--- src/rtl/branch_predictor_if.sv ---
// Fetch-lookup / ID-update / statistics bundle for the dynamic branch predictor.
// The predictor takes the slave view; the pipeline (or a bench) takes the master view.
interface branch_predictor_if #(
    parameter int XLEN  = 32,
    parameter int GHR_W = 6
);
    logic [XLEN-1:0]  pc_i;
    logic             pred_taken_o;
    logic [XLEN-1:0]  pred_target_o;
    logic [GHR_W-1:0] pred_ghr_o;
    logic             upd_valid_i;
    logic [XLEN-1:0]  upd_pc_i;
    logic             upd_taken_i;
    logic [XLEN-1:0]  upd_target_i;
    logic [GHR_W-1:0] upd_ghr_i;
    logic             upd_mispred_i;
    logic [31:0]      stat_branch_o;
    logic [31:0]      stat_mispred_o;

    modport slave (
        input  pc_i, upd_valid_i, upd_pc_i, upd_taken_i, upd_target_i, upd_ghr_i, upd_mispred_i,
        output pred_taken_o, pred_target_o, pred_ghr_o, stat_branch_o, stat_mispred_o
    );

    modport master (
        output pc_i, upd_valid_i, upd_pc_i, upd_taken_i, upd_target_i, upd_ghr_i, upd_mispred_i,
        input  pred_taken_o, pred_target_o, pred_ghr_o, stat_branch_o, stat_mispred_o
    );
endinterface

--- src/rtl/branch_predictor.sv ---
// Direct-mapped dynamic branch predictor (2-bit counters, tag, target) with branch/mispredict stats.
// Define BP_GSHARE_EN to XOR a global history register into the table index.
module branch_predictor #(
    parameter int XLEN    = 32,
    parameter int ENTRIES = 64,
    parameter int TAG_W   = 8,
    parameter int GHR_W   = 6
) (
    input  logic              clk_i,
    input  logic              rst_i,
    branch_predictor_if.slave bp
);
    localparam int IDX_W = $clog2(ENTRIES);

    typedef struct packed {
        logic [TAG_W-1:0] tag;
        logic [XLEN-1:0]  target;
    } entry_t;

    logic [ENTRIES-1:0]      valid_q;
    logic [ENTRIES-1:0][1:0] ctr_q;
    entry_t                  pay_q [ENTRIES];

    logic [IDX_W-1:0] lk_idx, up_idx;
    logic [TAG_W-1:0] lk_tag, up_tag;
    logic             lk_hit, up_hit;
    logic [1:0]       ctr_d;
    logic [31:0]      stat_branch_q, stat_branch_d;
    logic [31:0]      stat_mispred_q, stat_mispred_d;
    logic             unused_ok;

    assign lk_tag = bp.pc_i[IDX_W+TAG_W+1:IDX_W+2];
    assign up_tag = bp.upd_pc_i[IDX_W+TAG_W+1:IDX_W+2];

`ifdef BP_GSHARE_EN
    logic [GHR_W-1:0] ghr_q, ghr_d;

    assign lk_idx        = bp.pc_i[IDX_W+1:2] ^ IDX_W'(ghr_q);
    assign up_idx        = bp.upd_pc_i[IDX_W+1:2] ^ IDX_W'(bp.upd_ghr_i);
    assign ghr_d         = bp.upd_valid_i ? {ghr_q[GHR_W-2:0], bp.upd_taken_i} : ghr_q;
    assign bp.pred_ghr_o = ghr_q;

    always_ff @(posedge clk_i or negedge rst_i) begin
        if (!rst_i) ghr_q <= '0;
        else        ghr_q <= ghr_d;
    end
`else
    assign lk_idx        = bp.pc_i[IDX_W+1:2];
    assign up_idx        = bp.upd_pc_i[IDX_W+1:2];
    assign bp.pred_ghr_o = {GHR_W{1'b0}};
`endif

    // Only a slice of each PC forms index/tag; history input is unused without gshare.
    assign unused_ok = ^{bp.pc_i, bp.upd_pc_i, bp.upd_ghr_i};

    // Lookup reads registered state only, so a same-cycle update is not bypassed.
    assign lk_hit           = valid_q[lk_idx] && (pay_q[lk_idx].tag == lk_tag);
    assign bp.pred_taken_o  = lk_hit && ctr_q[lk_idx][1];
    assign bp.pred_target_o = bp.pred_taken_o ? pay_q[lk_idx].target : bp.pc_i + XLEN'(4);

    assign up_hit = valid_q[up_idx] && (pay_q[up_idx].tag == up_tag);

    always_comb begin
        ctr_d = ctr_q[up_idx];
        if (!up_hit)                ctr_d = 2'b10;
        else if (bp.upd_taken_i)    ctr_d = (ctr_d == 2'b11) ? 2'b11 : ctr_d + 2'b01;
        else                        ctr_d = (ctr_d == 2'b00) ? 2'b00 : ctr_d - 2'b01;
    end

    // A not-taken miss leaves the table untouched.
    always_ff @(posedge clk_i or negedge rst_i) begin
        if (!rst_i) begin
            valid_q <= '0;
            ctr_q   <= {ENTRIES{2'b01}};
        end else if (bp.upd_valid_i && (up_hit || bp.upd_taken_i)) begin
            valid_q[up_idx] <= 1'b1;
            ctr_q[up_idx]   <= ctr_d;
        end
    end

    // Payload is qualified by valid_q, so it needs no reset.
    always_ff @(posedge clk_i) begin
        if (bp.upd_valid_i && bp.upd_taken_i)
            pay_q[up_idx] <= '{tag: up_tag, target: bp.upd_target_i};
    end

    always_comb begin
        stat_branch_d  = stat_branch_q;
        stat_mispred_d = stat_mispred_q;
        if (bp.upd_valid_i) begin
            stat_branch_d = stat_branch_q + 32'd1;
            if (bp.upd_mispred_i) stat_mispred_d = stat_mispred_q + 32'd1;
        end
    end

    always_ff @(posedge clk_i or negedge rst_i) begin
        if (!rst_i) begin
            stat_branch_q  <= '0;
            stat_mispred_q <= '0;
        end else begin
            stat_branch_q  <= stat_branch_d;
            stat_mispred_q <= stat_mispred_d;
        end
    end

    assign bp.stat_branch_o  = stat_branch_q;
    assign bp.stat_mispred_o = stat_mispred_q;
endmodule

--- src/flat_wrapper.sv ---
// flat-port wrapper written by rule: the top's interface ports become plain ports
module branch_predictor_flat 
#(
    parameter int XLEN    = 32,
    parameter int ENTRIES = 64,
    parameter int TAG_W   = 8,
    parameter int GHR_W   = 6
)
  (clk_i, rst_i, bp_pc_i, bp_upd_valid_i, bp_upd_pc_i, bp_upd_taken_i, bp_upd_target_i, bp_upd_ghr_i, bp_upd_mispred_i, bp_pred_taken_o, bp_pred_target_o, bp_pred_ghr_o, bp_stat_branch_o, bp_stat_mispred_o);
  branch_predictor_if #(.XLEN(XLEN), .GHR_W(GHR_W)) bp_i ();
  input  logic clk_i;
  input  logic rst_i;
  input wire logic [$bits(bp_i.pc_i)-1:0] bp_pc_i;
  input wire logic [$bits(bp_i.upd_valid_i)-1:0] bp_upd_valid_i;
  input wire logic [$bits(bp_i.upd_pc_i)-1:0] bp_upd_pc_i;
  input wire logic [$bits(bp_i.upd_taken_i)-1:0] bp_upd_taken_i;
  input wire logic [$bits(bp_i.upd_target_i)-1:0] bp_upd_target_i;
  input wire logic [$bits(bp_i.upd_ghr_i)-1:0] bp_upd_ghr_i;
  input wire logic [$bits(bp_i.upd_mispred_i)-1:0] bp_upd_mispred_i;
  output wire logic [$bits(bp_i.pred_taken_o)-1:0] bp_pred_taken_o;
  output wire logic [$bits(bp_i.pred_target_o)-1:0] bp_pred_target_o;
  output wire logic [$bits(bp_i.pred_ghr_o)-1:0] bp_pred_ghr_o;
  output wire logic [$bits(bp_i.stat_branch_o)-1:0] bp_stat_branch_o;
  output wire logic [$bits(bp_i.stat_mispred_o)-1:0] bp_stat_mispred_o;
  assign bp_i.pc_i = bp_pc_i;
  assign bp_i.upd_valid_i = bp_upd_valid_i;
  assign bp_i.upd_pc_i = bp_upd_pc_i;
  assign bp_i.upd_taken_i = bp_upd_taken_i;
  assign bp_i.upd_target_i = bp_upd_target_i;
  assign bp_i.upd_ghr_i = bp_upd_ghr_i;
  assign bp_i.upd_mispred_i = bp_upd_mispred_i;
  assign bp_pred_taken_o = bp_i.pred_taken_o;
  assign bp_pred_target_o = bp_i.pred_target_o;
  assign bp_pred_ghr_o = bp_i.pred_ghr_o;
  assign bp_stat_branch_o = bp_i.stat_branch_o;
  assign bp_stat_mispred_o = bp_i.stat_mispred_o;
  branch_predictor #(.XLEN(XLEN), .ENTRIES(ENTRIES), .TAG_W(TAG_W), .GHR_W(GHR_W)) u_core (.clk_i(clk_i), .rst_i(rst_i), .bp(bp_i));
endmodule
--- config.mk ---
export PLATFORM = sky130hd
export DESIGN_NAME = branch_predictor_flat
export DESIGN_NICKNAME = d
export VERILOG_FILES = /design/src/rtl/branch_predictor_if.sv /design/src/rtl/branch_predictor.sv /design/src/flat_wrapper.sv
export SDC_FILE = /design/constraint.sdc
export NUM_CORES = 2
export LEC_CHECK = 0
export CAP_MARGIN = 40
export CORE_MARGIN = 8
export CORE_UTILIZATION = 55
export CTS_BUF_LIST = sky130_fd_sc_hd__clkbuf_4 sky130_fd_sc_hd__clkbuf_8 sky130_fd_sc_hd__clkbuf_16
export DETAILED_ROUTE_END_ITERATION = 16
export GPL_TIMING_DRIVEN = 0
export PLACE_DENSITY = 0.72
export SLEW_MARGIN = 25
export SYNTH_ARGS = -nofsm -noshare
export SYNTH_HDL_FRONTEND = slang
export SYNTH_SLANG_ARGS = --single-unit
--- constraint.sdc ---
create_clock -name clk_i -period 11.5 [get_ports clk_i]
set_input_delay 2.3 -clock clk_i [delete_from_list [all_inputs] [get_ports clk_i]]
set_output_delay 2.3 -clock clk_i [all_outputs]
set_load 0.05 [all_outputs]
# After elaboration in Yosys (flattened, before gate mapping)
# Memory sizes are Yosys's and may differ from the RTL's.
# Cells that the tools add are included.
[totals] regBits=256 mem_bits_rw=2560 input_bits=107 out_inout_bits=103 wordCells=109 mem_count=1
[mem_list] name="u_core.pay_q" words=64 word_bits=40 read_ports=2 rd_clocked_by_memory_dff=0 wr=1 line_no="branch_predictor.sv:22" source="entry_t pay_q [ENTRIES];"
[op_classes] addsub=5 order_cmp=3 n_eq_ne=3 n_mux=20 bitwise_logic=1 n_reduce_logical=9
[ops] cell="$bwmux 128" count=1
[ops] cell="$add 32x1->32 const B" count=2
[ops] cell="$or 64x64->64" count=1
[ops] cell="$add 32x3->32 const B" count=1
[ops] cell="$mux 32" count=1
[ops] cell="$bmux 2 s6" count=2
[ops] cell="$eq 8x8->1" count=2
[ops] cell="$lt 6x7->1 const B" count=2
[ops] cell="$mux 2" count=7
[ops] cell="$bmux 1 s6" count=2
[ops] cell="$demux 2 s6" count=1
[ops] cell="$demux 1 s6" count=1
[ops] cell="$ge 6x1->1 const B" count=1
[ops] cell="$logic_and 1x1->1" count=6
[ops] cell="$mux 1" count=5
[ops] cell="$add 2x1->2 const B" count=1
[ops] cell="$eq 2x2->1 const B" count=1
[ops] cell="$logic_not 2->1" count=1
[ops] cell="$reduce_and 2->1" count=1
[ops] cell="$sub 2x1->2 const B" count=1
[ops] cell="$logic_or 1x1->1" count=1

# Logic depth before layout (Yosys ltp)
[depth] word_depth=7 mapped_depth=16 mapped_depth_nobuf=10

# Least setup slack after synthesis
# No wires, ideal clock.
[synth_timing] kind="input to output" from="in bp_pc_i[2]" to="out bp_pred_taken_o" arrival_time_ns=6.023 required_time_ns=9.200 path_slack_ns=3.177 cell_stages=11 path_buffers=3 path_cell_list="buf_6 buf_4 buf_2 mux4_2 mux4_2 nand2_1 nand2_1 a21oi_1 xnor2_1 nand3b_1 nor4_1"
[synth_between] elab_chain_len=4 elab_cells_between_ends=8 cone_classes="eq/ne (1); mux (4); reduce/logical (2); memory (1)"
[synth_rtl] element="start, declared" line_no="flat_wrapper.sv:13" source="input wire logic [$bits(bp_i.pc_i)-1:0] bp_pc_i;"
[synth_rtl] element="$mem_v2 64x40 or $bmux 1 s6 (tied branches)"
[synth_rtl] element="$eq 8x8->1 or $mux 1 (tied branches)" line_no="branch_predictor.sv:57" source="assign lk_hit = valid_q[lk_idx] && (pay_q[lk_idx].tag == lk_tag);"
[synth_rtl] element="$logic_and 1x1->1" line_no="branch_predictor.sv:57"
[synth_rtl] element="$logic_and 1x1->1 *" line_no="branch_predictor.sv:58" source="assign bp.pred_taken_o = lk_hit && ctr_q[lk_idx][1];"
[synth_rtl] element="end, declared" line_no="flat_wrapper.sv:20" source="output wire logic [$bits(bp_i.pred_taken_o)-1:0] bp_pred_taken_o;"
# Mark *: on every way between the ends. The rest lies on a longest branch, timed or not. The select of a mux whose other input is x is not followed.

# Final worst setup path
[layout_timing] from="in bp_pc_i[3]" to="out bp_pred_target_o[2]"
[layout_between] elab_chain_len=5 elab_cells_between_ends=9 cone_classes="eq/ne (1); mux (5); reduce/logical (2); memory (1)"
[layout_rtl] element="$mem_v2 64x40 or $bmux 1 s6 (tied branches)"
[layout_rtl] element="$eq 8x8->1 or $mux 1 (tied branches)" line_no="branch_predictor.sv:57"
[layout_rtl] element="$logic_and 1x1->1" line_no="branch_predictor.sv:57"
[layout_rtl] element="$logic_and 1x1->1" line_no="branch_predictor.sv:58"
[layout_rtl] element="$mux 32 *" line_no="branch_predictor.sv:59" source="assign bp.pred_target_o = bp.pred_taken_o ? pay_q[lk_idx].target : bp.pc_i + XLEN'(4);"
[layout_rtl] element="end, declared" line_no="flat_wrapper.sv:21" source="output wire logic [$bits(bp_i.pred_target_o)-1:0] bp_pred_target_o;"
# Marks and branches as above.

==> impl_metrics.env <==
export IMPL_grt_max_degree=94
export IMPL_rsz0062_at_grt="false"
export IMPL_whs_ns=0.473
export IMPL_via_per_inst=7.30
export IMPL_grt_pass1_vias=69700
export IMPL_final_util_pct=65.6
export IMPL_fmax_mhz=85.1
export IMPL_cts_buffers=305
export IMPL_layout_commonest_cell="edfxtp_1"
export IMPL_port_buffers=175
export IMPL_cap_viol_max_count=0
export IMPL_cts_path_max_buffers=4
export IMPL_post_place_cells=9298
export IMPL_crit_type="primary input to primary output"
export IMPL_synth_warnings=0
export IMPL_route_met2_wl_um=190000
export IMPL_status="complete, but fails checks"
export IMPL_r2r_start="u_core.pay_q[19][33]"
export IMPL_mostFrequentLayoutCells="edfxtp_1 (2,560), mux4_2 (860), clkbuf_16 (314), nand2_1 (261), buf_2 (210)"
export IMPL_insertion_delay_ns=0.94
export IMPL_hold_violations=0
export IMPL_startpoint="bp_pc_i[3]"
export IMPL_fin_crit_ns=11.75
export IMPL_leakagePower_nw=46.3
export IMPL_cts_sinks=2816
export IMPL_wl_per_cell_um=43.8
export IMPL_pin_count=210
export IMPL_cp_required_ns=9.20
export IMPL_drive_above_1_share_pct=31.0
export IMPL_max_slew_margin_pct=32.1
export IMPL_vdd_drop_max_mv=0.182
export IMPL_met1_length_um=146000
export IMPL_die_h_um=477
export IMPL_skew_ns=0.0455
export IMPL_antenna_found_initial=42
export IMPL_worst_pin_slew_ns=1.01
export IMPL_synth_area_sq_um=117000
export IMPL_syn_area_per_cell_sq_um=19.5
export IMPL_cp_slowest_cell="clkdlybuf4s50_1"
export IMPL_slowest_delay_ns=0.93
export IMPL_start_kind="primary input"
export IMPL_stdcell_count=9867
export IMPL_row_count=169
export IMPL_grt_ovfl_total=0
export IMPL_nNetsFinal=6903
export IMPL_dp_hpwl_um=296000
export IMPL_area_growth_pct=18.7
export IMPL_coreArea_sq_um=212000
export IMPL_synth_seq_cells=2816
export IMPL_dieArea_sq_um=228000
export IMPL_ys_types=74
export IMPL_wl_um=432000
export IMPL_hold_path_class="register to register"
export IMPL_drv_slew=0
export IMPL_root_buffer="clkbuf_16"
export IMPL_setup_viol=31
export IMPL_fin_crit_sh_pct=102
export IMPL_vias=72100
export IMPL_clkSlewWorstSetupHoldPaths_ns=0.06
export IMPL_synth_edff_count=2560
export IMPL_drtIter0Drc=13200
export IMPL_fin_tns_setup_ns=-3.53
export IMPL_finalPower_w=0.0227
export IMPL_wl_met3_um=59300
export IMPL_grt_pass1_wl_um=582000
export IMPL_path_max_fanout=10
export IMPL_yosysSeqAreaShare_pct=71.3
export IMPL_power_density_nw_per_um2=164
export IMPL_place_gp_congestion=0.999
export IMPL_fillers=13800
export IMPL_die_w_um=477
export IMPL_worstPathArrival_ns=9.45
export IMPL_end_kind="primary output"
export IMPL_critical_path_most_common_cell="buf_4"
export IMPL_yosys_most_used_dff="edfxtp_1"
export IMPL_path_cells="clkdlybuf4s50_1 > buf_2 > buf_4 > buf_4 > buf_4 > clkbuf_2 > o211ai_1 > nand4_1 > mux2i_1 > mux2i_2 > a22o_1 > nor4_1 > nand4bb_1 > buf_2 > buf_4 > mux2i_1 > clkdlybuf4s50_1"
export IMPL_track_usage_pct=37.2
export IMPL_ant_nets=0
export IMPL_drt_first_pass_iters=7
export IMPL_route_detailed_drc=0
export IMPL_netlist_instances=6006
export IMPL_start_util_pct=55.3
export IMPL_top_layer="met5"
export IMPL_cts_htree_levels=5
export IMPL_hold_start="u_core.bp.stat_branch_o[31]"
export IMPL_cts_tree="done"
export IMPL_synth_async_sr_flop_share_pct=9.09
export IMPL_fin_ws_ns=-0.249
export IMPL_postCtsSetupBuffers=0
export IMPL_violations="negative setup slack"
==> final timing paths <==
path                                               end  slack, ns  cells past startpoint
setup / recovery                   bp_pred_target_o[2]      -0.25                     17
max in group asynchronous  u_core.bp.stat_branch_o[28]       8.67                      3
hold reg to reg            u_core.bp.stat_branch_o[31]       0.47                      1
setup reg to reg                      u_core.ctr_q[79]       6.49                     11
hold / removal             u_core.bp.stat_branch_o[31]       0.47                      1
min in group asynchronous             u_core.ctr_q[29]       1.43                      1
==> worst max-delay path, delay by kind of cell <==
kind | cells | cell delay [ns]
buf+inv | 9 | 4.89
simple gates | 3 | 0.49
mux | 3 | 0.95
compound gates | 2 | 0.65
==> synthesized netlist by cell type, drive strengths merged, types with 8 or more instances <==
library cell  count  area share [%]
buf             263             1.3
nand2b           17           0.091
nor4             54            0.29
a211oi           81            0.52
mux2             71            0.68
nand4            91            0.49
o211ai           98            0.63
a22o             13           0.097
xnor2            70            0.52
o221ai            8           0.060
edfxtp         2560              66
o21ai            62            0.27
dfrtp           192             4.1
o22ai            23            0.12
nor4b            21            0.16
xor2             31            0.23
dfstp            64             1.4
nor2b            23            0.12
and3             27            0.14
nor3             12           0.051
and3b             9           0.067
a21o             66            0.42
nand2           261            0.84
mux4            860              17
a221oi           33            0.25
a22oi            94            0.60
mux2i           137             1.2
and2              9           0.048
nor2            252            0.81
inv             138            0.44
a21oi            43            0.19
a31oi            12           0.064
clkbuf          136            0.44
nand3            85            0.36
==> power breakdown <==
part | leakage, nW | internal (W) | switching (W)
logic | 15.2 | 0.000631 | 0.00116
clock network | 4.82 | 0.00565 | 0.00396
registers | 26.3 | 0.0113 | 0.0000726
total | 46.3 | 0.0175 | 0.00520
==> logic make-up after synthesis <==
kind of cell,Yosys count,synth area share [%]
compound gates,580,3.59
flops,2816,71.3
mux,1068,18.4
other cells,1,0.00321
fa+ha+maj,5,0.0492
xor+xnor,101,0.756
simple gates,898,3.71
buf+inv,537,2.20
==> timing repair <==
action / 4_1_cts / 5_1_grt
hold buffers: 0 / 0
endpoints found under the setup margin: 10 / 25
pin swaps: 0 / 0
gates resized for setup: 4 / 5
==> area by class of cell <==
cell class                      instances  area, sq um  share of cell area (%)
Buffer                                399         2150                    1.55
Sequential cell                      2816        83400                    60.1
Antenna cell                           33         82.6                  0.0595
Clock buffer                          382         8420                    6.07
Timing Repair Buffer                  475         7920                    5.71
Multi-Input combinational cell       2658        31600                    22.8
Tap cell                             2821         3530                    2.54
Clock inverter                        145         1230                   0.884
Inverter                              138          518                   0.373
==> per-layer routing <==
metal  track usage (%)  vias to the layer above
met5             0.420                        -
met4              24.3                       16
met3              12.2                     1703
met2              54.8                     6662
met1              47.6                    37200
li1                  -                    26500
==> sequential cells by signal, indices dropped and copies added, names as in the netlist <==
| signal | flops |
|---|---|
| u_core.ctr_q | 128 |
| u_core.bp.stat_branch_o | 32 |
| u_core.bp.stat_mispred_o | 32 |
| u_core.pay_q | 2560 |
| u_core.valid_q | 64 |
==> per-stage QoR <==
stage	cell area (sq um)	worst slack (ns)
finish	139000	-0.249
CTS	139000	0.0203
global route	139000	0.0439
global placement	122000	-3.58
detailed placement	129000	-0.105
floorplan	117000	3.18
(Power assumes the default switching activity.)
